==> src/rtl/exc_irq_ctrl.sv <==
// exc_irq_ctrl - multi-channel exception / interrupt controller.
//
// Latches N_IRQ external interrupt requests (rising-edge or level),
// applies a software mask, and prioritises them against the synchronous
// NotAnInstr exception. It then runs a request / acknowledge / return
// handshake with the pipeline.
//
// Ports:
//   clk          system clock, all state on rising edge
//   reset        synchronous, active-low reset
//   ExtIRQ       external interrupt request lines
//   NotAnInstr   decoder flag: current instruction invalid
//   ExcAck       pipeline has taken the exception (vector fetch done)
//   ERet         decoded ERET instruction (return from handler)
//   MaskWe       mask register write enable
//   MaskData     new mask value (1 = channel masked)
//   Exc          exception request to the datapath
//   EStatus      cause code (0000 none, 0010 NotAnInstr, 1kkk IRQ k)
//   ExtIAck      one-hot, single-cycle acknowledge to the serviced channel
//   InHandler    high while the handler executes
//   DoubleFault  sticky: NotAnInstr seen while in the handler
//   IrqPending   current pending bits
//   fsm_state    FSM state for debug (0 IDLE, 1 REQ, 2 HANDLER)
//
// Handshake: Exc is a request held until ExcAck. A request is taken on the
// clock edge where Exc and ExcAck are both high. ExcAck with no request
// outstanding, and ERet outside the handler, are ignored.
module exc_irq_ctrl #(
  parameter int               N_IRQ     = 4,
  parameter bit               EDGE_MODE = 1'b1,
  parameter logic [N_IRQ-1:0] MASK_RST  = '0
) (
  input  logic             clk,
  input  logic             reset,
  input  logic [N_IRQ-1:0] ExtIRQ,
  input  logic             NotAnInstr,
  input  logic             ExcAck,
  input  logic             ERet,
  input  logic             MaskWe,
  input  logic [N_IRQ-1:0] MaskData,
  output logic             Exc,
  output logic [3:0]       EStatus,
  output logic [N_IRQ-1:0] ExtIAck,
  output logic             InHandler,
  output logic             DoubleFault,
  output logic [N_IRQ-1:0] IrqPending,
  output logic [1:0]       fsm_state
);

  typedef enum logic [1:0] {
    IDLE    = 2'd0,
    REQ     = 2'd1,
    HANDLER = 2'd2
  } state_t;

  localparam logic [3:0] CAUSE_NONE = 4'b0000;
  localparam logic [3:0] CAUSE_NAI  = 4'b0010;

  state_t           state, state_n;
  logic [N_IRQ-1:0] mask;
  logic [N_IRQ-1:0] pend;
  logic [N_IRQ-1:0] req_vec;
  logic [N_IRQ-1:0] ack_vec;
  logic [3:0]       cause_q;
  logic [3:0]       sel_cause;
  logic [2:0]       sel_idx;
  logic [2:0]       ack_idx;
  logic             irq_any;
  logic             exc_c;
  logic [3:0]       estat_c;
  logic             in_handler_c;
  logic             ack_fire;
  logic             latch_cause;
  logic             double_fault_q;

  // Pending bits: latched on rising edges, or a straight copy of the lines.
  generate
    if (EDGE_MODE) begin : g_edge
      logic [N_IRQ-1:0] irq_prev;
      logic [N_IRQ-1:0] pend_q;
      always_ff @(posedge clk) begin
        if (!reset) begin
          irq_prev <= '0;
          pend_q   <= '0;
        end else begin
          irq_prev <= ExtIRQ;
          // A new edge in the same cycle as the ack keeps the bit set.
          pend_q   <= (pend_q & ~ack_vec) | (ExtIRQ & ~irq_prev);
        end
      end
      assign pend = pend_q;
    end else begin : g_level
      assign pend = ExtIRQ;
    end
  endgenerate

  assign req_vec = pend & ~mask;
  assign irq_any = |req_vec;

  // Lowest-index unmasked pending channel wins.
  always_comb begin
    sel_idx = 3'd0;
    for (int k = N_IRQ - 1; k >= 0; k--) begin
      if (req_vec[k]) sel_idx = 3'(k);
    end
  end

  always_comb begin
    if (NotAnInstr)   sel_cause = CAUSE_NAI;
    else if (irq_any) sel_cause = {1'b1, sel_idx};
    else              sel_cause = CAUSE_NONE;
  end

  always_comb begin
    state_n      = state;
    exc_c        = 1'b0;
    estat_c      = CAUSE_NONE;
    in_handler_c = 1'b0;
    ack_fire     = 1'b0;
    ack_idx      = sel_idx;
    latch_cause  = 1'b0;
    case (state)
      IDLE: begin
        exc_c   = NotAnInstr | irq_any;
        estat_c = sel_cause;
        if (exc_c) begin
          latch_cause = 1'b1;
          if (ExcAck) begin
            state_n  = HANDLER;
            ack_fire = ~NotAnInstr;
          end else begin
            state_n = REQ;
          end
        end
      end
      REQ: begin
        // Cause stays frozen even if a higher-priority event arrives.
        exc_c   = 1'b1;
        estat_c = cause_q;
        ack_idx = cause_q[2:0];
        if (ExcAck) begin
          state_n  = HANDLER;
          ack_fire = cause_q[3];
        end
      end
      HANDLER: begin
        in_handler_c = 1'b1;
        estat_c      = cause_q;
        if (ERet) state_n = IDLE;
      end
      default: state_n = IDLE;
    endcase
  end

  always_comb begin
    ack_vec = '0;
    for (int k = 0; k < N_IRQ; k++) begin
      ack_vec[k] = reset & ack_fire & (ack_idx == 3'(k));
    end
  end

  always_ff @(posedge clk) begin
    if (!reset) begin
      state          <= IDLE;
      mask           <= MASK_RST;
      cause_q        <= CAUSE_NONE;
      double_fault_q <= 1'b0;
    end else begin
      state <= state_n;
      if (MaskWe)      mask    <= MaskData;
      if (latch_cause) cause_q <= sel_cause;
      if (state == HANDLER && NotAnInstr) double_fault_q <= 1'b1;
    end
  end

  assign Exc         = reset & exc_c;
  assign EStatus     = reset ? estat_c : CAUSE_NONE;
  assign ExtIAck     = ack_vec;
  assign InHandler   = reset & in_handler_c;
  assign DoubleFault = double_fault_q;
  assign IrqPending  = pend;
  assign fsm_state   = state;

endmodule

==> config.mk <==
export PLATFORM = sky130hd
export DESIGN_NAME = exc_irq_ctrl
export DESIGN_NICKNAME = d
export VERILOG_FILES = /design/src/rtl/exc_irq_ctrl.sv
export SDC_FILE = /design/constraint.sdc
export NUM_CORES = 1
export LEC_CHECK = 0
export ABC_CLOCK_PERIOD_IN_PS = 4980
export CAP_MARGIN = 25
export CORE_ASPECT_RATIO = 0.8
export CORE_MARGIN = 5
export CORE_UTILIZATION = 48
export DETAILED_ROUTE_END_ITERATION = 8
export PLACE_DENSITY = 0.82
export SLEW_MARGIN = 20
export SYNTH_ARGS = -nofsm -noshare
export SYNTH_HDL_FRONTEND = slang
export SYNTH_SLANG_ARGS = --single-unit
==> constraint.sdc <==
create_clock -name clk -period 4.98 [get_ports clk]
set_input_delay 1.245 -clock clk [delete_from_list [all_inputs] [get_ports clk]]
set_output_delay 1.245 -clock clk [all_outputs]
set_load 0.03 [all_outputs]
==> metrics, run 1 <==
outcome=completed; Post-synth EDFFs=0; Synth area leader=dfxtp_1; IO Pins=31; Max-Slew Margin vs Limit=66.9%; fin crit share=89.5%; Worst VDD drop=227 uV; dpl cell area=1280 um2; Arrival @ worst endpoint=3.21 ns; Crit Path Max Fanout=6; routed len/inst=13.1 um; Clock Tree Root=clkbuf_4; count of final setup violators=0; total track usage=15.9%; combinational share of power=36.9%; skew final=0.00625 ns; Lkg Pwr=0.000539 uW; Final nets=164; internal power=269 uW; H-tree depth=1; Data required, critical path=3.73 ns; share of layout cells above drive strength 1=10.3%; Setup CP Type=in2out; DR vias=864; PortBufs=29; CP Capture Type=output port; RSZ-0062 raised after global routing=false; pre-CTS setup slack=0.552 ns; Synth top cells by count=dfxtp_1, nand2_1, inv_1; Sw Ratio=34.4%; Synth Cell Area=978 um2; CTS tree=yes; Synth Instances=116; Starting Density=51.2%; clock power share=21.5%; Seq/Total Area, Yosys=36.8%; Max Cap Viol=0; hold buffers post-CTS=0; placed cells=165; P&R area growth vs syn=34.9%; Synth top area share=36.8%; final hold vios=0; final wirelength=2220 um; DPL Wire Length=1690 um; initial antenna violation count=0; via/cell ratio=5.11; vias in the first global route=866; Seq pwr share=41.6%; Layout Cells excl Fill=169; Post-synth ARST share=0%; Die H=50.4 um; RD Place Congestion=0.863; top cells by area, synth=dfxtp_1, nand2_1, ha_1; pin count of the biggest net entering global routing=23; crit path launch type=input port; cts bufs inserted=3; DR iter-0 viols=14; global-route wire length before repair=3760 um; syn nets=134; worst slew pin tran=0.492 ns; Mapped Avg Cell Area=8.43 um2; postcts setup bufs=0; setup TNS=0 ns; Final WS setup=0.525 ns; Core Rows=14; HP Class=reg2reg; clock-pin slew on the worst setup and hold paths=0.10 ns; Max Slew Vio Count=0; DIE AREA=3050 um2; number of synthesis warnings=0; drt drc=0; Yosys reg bits=18; CTS Sinks=18; # diodes=0; Primary FF master, synth=dfxtp_1; fmax=0.224 GHz; GR Overflow Total=0; Max Root-Sink Buffers=2; Clk Latency, worst-skew pair=0.29 ns; Pre-antenna DRT Iters=4; minimum clock period=4.46 ns; Resized Gates After CTS=0; Final ANT Viol Nets=0; Die W=60.5 um; library cells used by synthesis=30; pwr dens=311 nW/um2; total core area=1910 um2; overall power=410 uW; Design Area, Final=1320 um2; Net Sw Power=141 uW
## registers in the layout, summed over array words and instances, names as in the netlist
signal / cells
IrqPending: 4
fsm_state: 2
mask: 4
DoubleFault: 1
cause_q: 3
g_edge.irq_prev: 4
## power groups by stage
stage / logic (uW) / registers [uW] / clock network, uW
detailed placement: 150 / 174 / 0
global route: 164 / 173 / 98.1
floorplan: 88.7 / 184 / 0
CTS: 151 / 171 / 90.8
global placement: 148 / 174 / 0
finish: 151 / 171 / 88.4
## critical path: stages
cell	delay (ns)
clkdlybuf4s50_1	0.50
nand2b_1	0.26
nor2_1	0.16
a2bb2oi_2	0.11
nor3_2	0.21
clkdlybuf4s50_1	0.72
## metrics by stage
stage	util [%]	hold WS (ns)
global route	69.1	0.448
global placement	67.2	0.411
finish	69.1	0.426
detailed placement	67.2	0.422
floorplan	-	0.408
CTS	69.1	0.437
## routing by layer
layer	GRT usage [%]	wire length [um]	vias up
li1	-	-	449
met1	18.9	988	385
met2	27.0	1040	26
met3	3.33	159	4
met4	7.58	35	0
met5	0	0	-
## cells by family after synthesis
family,count (synthesis),share of synthesized area [%]
adders and majority gates,4,5.12
other,1,0.383
AOI/OAI and AO/OA,27,19.7
and+or+nand+nor,47,27.7
muxes,4,4.09
buffers and inverters,15,6.14
DFF,18,36.8
## area by class of cell
cell class              count  area [um2]
multi-input cells          83         558
repair buffers             30         298
fillers                   169         589
clock buffers               4        36.3
flip-flops and latches     18         360
inverters                  10        37.5
well taps                  24        30.0
## cells in the final DEF (no fill, tap or decap)
cell and instances:
a21boi_1 1, a21oi_1 7, a2bb2oi_2 1, and2_1 2
and2_4 1, buf_4 1, clkbuf_4 3, clkbuf_8 1
clkdlybuf4s50_1 29, conb_1 1, dfxtp_1 18, ha_1 4
inv_1 10, mux2i_1 4, nand2_1 18, nand2b_1 5
nand2b_4 2, nand3_1 1, nand4_1 1, nor2_1 4
nor2b_1 7, nor3_2 4, o211ai_1 2, o21a_1 2
o21ai_0 4, o22ai_1 3, o22ai_2 2, o31a_1 2
o31ai_1 2, o32ai_1 1, or2b_1 1, or3_1 1
## worst paths after layout
path                      startpoint  slack (ns)            end  depth (start not counted)
hold / removal    g_edge.irq_prev[0]        0.43  IrqPending[0]                          1
setup reg to reg        fsm_state[1]        3.14  IrqPending[1]                          7
hold reg to reg   g_edge.irq_prev[0]        0.43  IrqPending[0]                          1
setup / recovery          NotAnInstr        0.52     ExtIAck[1]                          6
(Power assumes the default switching activity.)
==> run 2, diff against run 1 <==
- SETUP_SLACK_MARGIN: unset -> 0.4
==> results of run 2 <==
The final DEF is identical to that of run 1; final timing and power are the same.
